[config.mk]
export PLATFORM = sky130hd
export DESIGN_NAME = hazard_forward_unit
export DESIGN_NICKNAME = d
export VERILOG_FILES = /design/src/rtl/hazard_forward_unit_pkg.sv /design/src/rtl/hazard_forward_unit_fwd_select.sv /design/src/rtl/hazard_forward_unit.sv
export SDC_FILE = /design/constraint.sdc
export NUM_CORES = 1
export LEC_CHECK = 0
export ABC_CLOCK_PERIOD_IN_PS = 1500
export CAP_MARGIN = 20
export CORE_ASPECT_RATIO = 0.6
export CORE_MARGIN = 2
export CORE_UTILIZATION = 40
export DETAILED_ROUTE_END_ITERATION = 8
export GPL_TIMING_DRIVEN = 0
export PLACE_DENSITY = 0.8
export SLEW_MARGIN = 5
export SYNTH_ARGS = -nofsm -noshare
export SYNTH_HDL_FRONTEND = slang
export SYNTH_SLANG_ARGS = --single-unit
[constraint.sdc]
create_clock -name clk -period 1.5 [get_ports clk]
set_clock_uncertainty 0.05 [all_clocks]
set_input_delay 0.15 -clock clk [delete_from_list [all_inputs] [get_ports clk]]
set_output_delay 0.15 -clock clk [all_outputs]
set_load 0.01 [all_outputs]
[src/rtl/hazard_forward_unit_pkg.sv]
// Shared definitions for the ID-stage hazard / forwarding control.
//   REG_ADDR_WIDTH_DEF : default register-file address width
//   FWD_*              : encodings of the EX-stage operand multiplexer selects
package hazard_forward_unit_pkg;

  localparam int REG_ADDR_WIDTH_DEF = 5;

  typedef enum logic [1:0] {
    FWD_RF    = 2'b00,  // operand from register file
    FWD_EXMEM = 2'b01,  // operand from EX/MEM ALU result
    FWD_MEMWB = 2'b10   // operand from MEM/WB write-back data
  } fwd_sel_e;

endpackage

[src/rtl/hazard_forward_unit_fwd_select.sv]
// fwd_select: per-operand compare of one ID source register against the
// two in-flight destination entries (EX, MEM).
//   rs, rs_used, id_valid       : ID-stage source operand
//   ex_rd, ex_we, ex_load       : scoreboard entry of the instruction in EX
//   mem_rd, mem_we              : scoreboard entry of the instruction in MEM
//   sel                         : operand select for when this instruction is in EX
//   load_hit                    : operand depends on a load still in EX
module fwd_select
  import hazard_forward_unit_pkg::*;
#(
  parameter int REG_ADDR_WIDTH = REG_ADDR_WIDTH_DEF
) (
  input  logic [REG_ADDR_WIDTH-1:0] rs,
  input  logic                      rs_used,
  input  logic                      id_valid,
  input  logic [REG_ADDR_WIDTH-1:0] ex_rd,
  input  logic                      ex_we,
  input  logic                      ex_load,
  input  logic [REG_ADDR_WIDTH-1:0] mem_rd,
  input  logic                      mem_we,
  output logic [1:0]                sel,
  output logic                      load_hit
);

  logic reads_reg;
  logic ex_match;
  logic mem_match;

  // x0 is hardwired zero, so a read of it never depends on a producer.
  assign reads_reg = id_valid & rs_used & (rs != '0);
  assign ex_match  = reads_reg & ex_we  & (rs == ex_rd);
  assign mem_match = reads_reg & mem_we & (rs == mem_rd);
  assign load_hit  = ex_match & ex_load;

  // Youngest producer wins. A load in EX cannot forward; the top level
  // bubbles that case, so its select value is irrelevant.
  always_comb begin
    sel = FWD_RF;
    if (ex_match && !ex_load) begin
      sel = FWD_EXMEM;
    end else if (mem_match) begin
      sel = FWD_MEMWB;
    end
  end

endmodule

[src/rtl/hazard_forward_unit.sv]
// hazard_forward_unit: ID-stage pipeline control for the 5-stage core.
// Tracks destination registers of the instructions in EX and MEM, produces
// registered EX operand selects and combinational stall / flush / bubble /
// freeze controls for the pipeline registers.
//   clk, reset (async, active low)
//   id_*            : instruction currently in ID
//   ex_branch_taken : taken branch/jump resolved in EX
//   dmem_stall      : data memory busy, whole pipeline freezes
//   stall_if, flush_if_id, bubble_ex, hold_ex_mem : pipeline controls
//   fwd_a_sel, fwd_b_sel : EX operand selects (registered)
module hazard_forward_unit
  import hazard_forward_unit_pkg::*;
#(
  parameter int REG_ADDR_WIDTH = REG_ADDR_WIDTH_DEF
) (
  input  logic                      clk,
  input  logic                      reset,
  input  logic                      id_valid,
  input  logic [REG_ADDR_WIDTH-1:0] id_rs1,
  input  logic [REG_ADDR_WIDTH-1:0] id_rs2,
  input  logic                      id_rs1_used,
  input  logic                      id_rs2_used,
  input  logic [REG_ADDR_WIDTH-1:0] id_rd,
  input  logic                      id_reg_write,
  input  logic                      id_mem_read,
  input  logic                      ex_branch_taken,
  input  logic                      dmem_stall,
  output logic                      stall_if,
  output logic                      flush_if_id,
  output logic                      bubble_ex,
  output logic                      hold_ex_mem,
  output logic [1:0]                fwd_a_sel,
  output logic [1:0]                fwd_b_sel
);

  // Scoreboard entries for the instructions in EX and MEM.
  logic [REG_ADDR_WIDTH-1:0] ex_rd;
  logic                      ex_we;
  logic                      ex_load;
  logic [REG_ADDR_WIDTH-1:0] mem_rd;
  logic                      mem_we;

  logic [REG_ADDR_WIDTH-1:0] op_rs   [2];
  logic                      op_used [2];
  logic [1:0]                op_sel  [2];
  logic                      op_hit  [2];
  logic                      load_use;

  assign op_rs[0]   = id_rs1;
  assign op_rs[1]   = id_rs2;
  assign op_used[0] = id_rs1_used;
  assign op_used[1] = id_rs2_used;

  for (genvar gi = 0; gi < 2; gi++) begin : g_operand
    fwd_select #(
      .REG_ADDR_WIDTH(REG_ADDR_WIDTH)
    ) u_fwd_select (
      .rs       (op_rs[gi]),
      .rs_used  (op_used[gi]),
      .id_valid (id_valid),
      .ex_rd    (ex_rd),
      .ex_we    (ex_we),
      .ex_load  (ex_load),
      .mem_rd   (mem_rd),
      .mem_we   (mem_we),
      .sel      (op_sel[gi]),
      .load_hit (op_hit[gi])
    );
  end

  assign load_use = op_hit[0] | op_hit[1];

  // Priority: freeze > branch > load-use. All controls are forced low while
  // reset is asserted so the pipeline registers see no stray stall/flush.
  always_comb begin
    stall_if    = 1'b0;
    flush_if_id = 1'b0;
    bubble_ex   = 1'b0;
    hold_ex_mem = 1'b0;
    if (reset) begin
      if (dmem_stall) begin
        // EX stays held, so a taken branch in EX is re-presented once the
        // freeze ends and gets its flush then.
        stall_if    = 1'b1;
        hold_ex_mem = 1'b1;
      end else if (ex_branch_taken) begin
        flush_if_id = 1'b1;
        bubble_ex   = 1'b1;
      end else if (load_use) begin
        stall_if    = 1'b1;
        bubble_ex   = 1'b1;
      end
    end
  end

  // Scoreboard and select registers advance together with ID/EX and hold
  // during a data-memory freeze.
  always_ff @(posedge clk or negedge reset) begin
    if (!reset) begin
      ex_rd     <= '0;
      ex_we     <= 1'b0;
      ex_load   <= 1'b0;
      mem_rd    <= '0;
      mem_we    <= 1'b0;
      fwd_a_sel <= FWD_RF;
      fwd_b_sel <= FWD_RF;
    end else if (!dmem_stall) begin
      mem_rd <= ex_rd;
      mem_we <= ex_we;
      if (bubble_ex) begin
        ex_rd     <= '0;
        ex_we     <= 1'b0;
        ex_load   <= 1'b0;
        fwd_a_sel <= FWD_RF;
        fwd_b_sel <= FWD_RF;
      end else begin
        ex_rd     <= id_rd;
        ex_we     <= id_reg_write & id_valid;
        ex_load   <= id_mem_read & id_valid;
        fwd_a_sel <= op_sel[0];
        fwd_b_sel <= op_sel[1];
      end
    end
  end

endmodule

== Word level (Yosys, flattened, before mapping) ==
Cells that the tools add are included.

* Memories: 0
* Memory bits (read-only): 0
* Register bits after elaboration: 17
* Input port bits: 24
* Latch bits: 0
* Logic and storage cells: 54
* Bits in writable memories: 0

* Reduce and logical (&&, ||, !) cells: 5
* Eq/ne operators: 4
* $lt $le $gt $ge: 0
* Bitwise gates (word level): 17
* $mul: 0
* Multiplexer cells: 21
* Shifts and indexed selects: 0
* Div/mod/pow operators: 0
* $add $sub $neg: 0

{| class="wikitable"
|+ Operators with widths
! operator !! number
|-
| $eq A5 B5 Y1 || 4
|-
| $and A1 B1 Y1 || 16
|-
| $mux W1 || 14
|-
| $mux W2 || 6
|-
| $reduce_bool A5 Y1 || 2
|-
| $mux W5 || 1
|-
| $logic_and A1 B1 Y1 || 2
|-
| $logic_not A1 Y1 || 1
|-
| $or A1 B1 Y1 || 1
|}

== Longest topological paths before layout ==
* Depth after elaboration: 11
* Gate-level depth with buffers: 6

== Modules after synthesis ==
A second synthesis with hierarchy kept.

* Cells, all modules: 109
* Area total of the unflattened synthesis: 1094.8 µm²

{| class="wikitable"
|+ By module, submodules not included
! module !! times used !! sequential area each (µm²) !! cells an instance !! area an instance (µm²)
|-
| hazard_forward_unit || 1 || 425.4 || 59 || 744.5
|-
| fwd_select || 2 || 0.0 || 25 || 175.2
|}

== Worst setup path after synthesis ==
OpenSTA, ideal clock, no wires.

* Path kind: register to output
* Start: reg ex_rd[2]
* End: out bubble_ex
* Stages on the path, launching flop included: 7
* Data arrival time: 1.501 ns
* Setup slack: -0.201 ns
* Path buffers: 0
* Cell sequence: dfrtp_1 -> xnor2_1 -> nand4_1 -> or3_1 -> nand2_2 -> a21oi_1 -> nor3b_1

* Longest elaborated chain between the ends: 8
* Elaborated cells on any way between the ends: 11

{| class="wikitable"
|+ Ends and longest elaborated chain
! item !! RTL line !! RTL
|-
| start, declared || hazard_forward_unit.sv:37 || <nowiki>logic [REG_ADDR_WIDTH-1:0] ex_rd;</nowiki>
|-
| start signal, assigned || hazard_forward_unit.sv:117 || <nowiki>ex_rd <= id_rd;</nowiki>
|-
| $eq A5 B5 Y1 || hazard_forward_unit_fwd_select.sv:31 || <nowiki>assign ex_match = reads_reg & ex_we & (rs == ex_rd);</nowiki>
|-
| $and A1 B1 Y1 || hazard_forward_unit_fwd_select.sv:31 ||
|-
| $and A1 B1 Y1 || hazard_forward_unit_fwd_select.sv:33 || <nowiki>assign load_hit = ex_match & ex_load;</nowiki>
|-
| $or A1 B1 Y1 (*) || hazard_forward_unit.sv:71 || <nowiki>assign load_use = op_hit[0] | op_hit[1];</nowiki>
|-
| $mux W1 (*) || hazard_forward_unit.sv:89 || <nowiki>end else if (load_use) begin</nowiki>
|-
| $mux W1 (*) || hazard_forward_unit.sv:86 || <nowiki>end else if (ex_branch_taken) begin</nowiki>
|-
| $mux W1 (*) || hazard_forward_unit.sv:81 || <nowiki>if (dmem_stall) begin</nowiki>
|-
| $mux W1 (*) || hazard_forward_unit.sv:80 || <nowiki>if (reset) begin</nowiki>
|-
| end, declared || hazard_forward_unit.sv:30 || <nowiki>output logic bubble_ex,</nowiki>
|}

Mark *: on every way between the ends. The rest lies on a longest branch, timed or not.

== Final worst setup path ==
* Start: reg ex_rd[3]
* End: out bubble_ex

The elaborated chain is that of the path after synthesis.

==> impl_metrics.yaml <==
place:
  io_buffers: 31
  dpl-instance-area_mm2: 0.00133
  routabilityCongestion: 0.852
  numPlacedInstances: 147
  dp_worst_setup_slack_ns: -1.06
  hpwl_um: 1760
drt:
  via_per_inst: 5.29
  wl_per_cell_um: 14.7
  ant_nets: 0
  dr_total_vias: 846
  firstDrtPassIters: 4
  drc: 0
  postRouteWirelength_um: 2350
  drtIter0Drc: 69
flow_run:
  drv_cap: 0
setup_path:
  cpMaxStageDelayCell: "dfrtp_1"
  path_max_fanout: 3
  reg2reg_from: "ex_rd[3]"
  r2r_end: "ex_we"
  path_cells: "xor2_1 -> nor4_2 -> nand4b_1 -> nand2_4 -> a21oi_2 -> nor3b_2 -> buf_2"
  end_kind: "output pin"
  worst-path-buf-inv: 1
  cp-start-kind: "flop"
  r2r_slack_ns: -0.47
  reg2regPathDepth: 8
  worst_path_dominant_cell_family: "simple AND/OR/NAND/NOR gates"
  crit_required_ns: 1.30
  cp.arrival_ns: 1.82
  cpPeakStageDelay_ns: 0.42
  path_class: "reg -> out"
timing:
  setup_viol: 13
  drv_slew: 0
  rsz0062_at_grt: "yes"
  worst_slack_ns: -0.522
  period_share_pct: 135
  maxSlewHeadroom_pct: 48.6
  finalCriticalPeriod_ns: 2.02
  tightestPinTransition_ns: 0.769
  fmax_ghz: 0.495
  hold_viol: 0
run_status:
  violations: "negative setup slack"
  status: "complete, but fails checks"
synthesis:
  syn_inst: 86
  avgSynthCellArea_um2: 11.4
  synth_flop_cell: "dfrtp_1"
  yosys_warnings: 0
  yosys.area.top_type: "dfrtp_1"
  yosysUniqueCellTypes: 30
  yosys.area.top_type_share_pct: 43.5
  synth-seq-cells: 17
  async_flop_share_pct: 100
  synthesis.area_um2: 977
  synth_area_leaders: "dfrtp_1 44%, xor2_1 11%, xnor2_1 7.2%"
  synth_edf_count: 0
  ys_seq_area_share_pct: 43.5
  syn-num-nets: 110
clock_tree:
  clk_pin_slew_ns: 0.07
  cts_tree: "done"
  insertion_delay_ns: 0.26
  htree_levels: 1
  clockRootBuffer: "clkbuf_8"
  clockBufferDepth: 2
  cts_buffers: 3
  clock-sinks: 17
floorplanning:
  die_x_um: 67.8
  die_h_um: 42.3
  design.core.area_mm2: 0.00224
  start_util_pct: 43.5
  io_pins: 32
  dieArea_mm2: 0.00287
  placementRows: 13
global_routing:
  grt_pass1_wl_um: 3880
  antenna_found_initial: 0
  grt_start_max_net_pins: 18
  track_usage_pct: 18.7
  gr-total-overflow: 0
  grt_pass1_vias: 837
cells_and_area:
  final_cells: 160
  nets: 155
  fin_area_mm2: 0.00147
  antenna_cells: 0
  area_growth_pct: 50.8
  drive_above_1_share_pct: 26.9
pwr:
  power_density_mw_per_mm2: 791
  irDropWorstVdd_uv: 387
  leakage_nw: 0.642
hold_path:
  worstHoldStart: "reset"
  holdPathEnd: "fwd_b_sel[0]"
  whs_path_depth: 4
  min_path_type: "in -> reg"
sequential cells by signal, indices dropped and copies added (netlist names):
name,flops
fwd_a_sel,2
ex_rd,5
ex_load,1
ex_we,1
fwd_b_sel,2
mem_we,1
mem_rd,5
per-stage QoR:
stage	utilization, %	setup TNS (ns)	hold slack, ns	power (W)
floorplan	-	-1.14	-0.196	0.000677
global placement	59.3	-12.33	0.425	0.000797
detailed placement	59.3	-12.87	0.436	0.000808
CTS	65.2	-5.21	0.183	0.00117
global route	65.7	-7.06	0.214	0.00123
finish	65.7	-5.75	0.180	0.00117
per-layer routing:
metal  global-route usage, %  up-vias  share of wire (%)
li1                        -      408                  -
met1                    24.8      409                 48
met2                    29.0       26                 44
met3                    7.26        3                6.8
met4                    3.60        0               0.98
met5                       0        -                  0
repair_timing:
item	CTS	global route
setup endpoints to repair	15	14
hold buffers	1	0
pin swaps	5	1
resized for setup	35	2
hold endpoints to repair	17	0
setup buffers	7	1
cell families after synthesis:
| kind of cell | after synthesis | share of synthesized area, % |
|---|---|---|
| compound gates | 16 | 15.2 |
| mux | 6 | 6.91 |
| xor+xnor | 20 | 17.9 |
| simple gates | 24 | 15.2 |
| flops | 17 | 43.5 |
| buf+inv | 3 | 1.15 |
area by class of cell:
class,instances,area [um^2]
plain buffers,2,18.8
clock buffers,4,45.0
fillers,176,771
inverters,1,3.75
multi-input cells,66,572
flip-flops and latches,17,425
well taps,30,37.5
repair buffers,40,372
placed cells by master (no fill, tap or decap), types with 3 or more instances in the layout:
cell             instances
nand2_1                  3
dlygate4sd2_1            8
dfrtp_1                 17
buf_4                    8
a22o_1                   7
clkbuf_8                 3
clkdlybuf4s50_1         18
xor2_1                  12
xnor2_1                  8
nand3_1                  3
mux2_2                   6
cell usage after synthesis (all sizes together), types with 2 or more instances:
cell / number
or4: 2
clkbuf: 2
a32o: 3
nand2: 4
nor4: 3
dfrtp: 17
xor2: 12
nand3: 3
a22o: 7
nor3b: 2
xnor2: 8
mux2: 6
nor3: 2
o21ai: 2
a31oi: 2
nor2: 2
worst register-to-register path: stages, from the launching register on:
cell	delay, ns
dfrtp_1	0.42
xor2_1	0.17
nor4_2	0.28
nand4b_1	0.22
nand2_4	0.13
buf_4	0.12
a31oi_4	0.09
buf_12	0.16
a32o_2	0.23
how the worst max path moves through the flow:
stage / from / to / slack [ns] / cells after the start
global route: ex_rd[3] / bubble_ex / -0.64 / 7
global placement: id_rs2[0] / bubble_ex / -1.04 / 8
detailed placement: id_rs2[0] / bubble_ex / -1.06 / 8
finish: ex_rd[3] / bubble_ex / -0.52 / 7
floorplan: ex_rd[1] / ex_load / -0.13 / 6
CTS: ex_rd[3] / bubble_ex / -0.50 / 7
where the power goes:
| part | leakage [nW] | internal (W) | switching (W) | total [W] |
|---|---|---|---|---|
| sequential | 0.222 | 0.000496 | 0.0000496 | 0.000546 |
| clock | 0.0228 | 0.000189 | 0.000157 | 0.000345 |
| combinational | 0.397 | 0.000163 | 0.000111 | 0.000274 |
| total | 0.642 | 0.000849 | 0.000317 | 0.00117 |
Power figures use the tool's default switching activity.
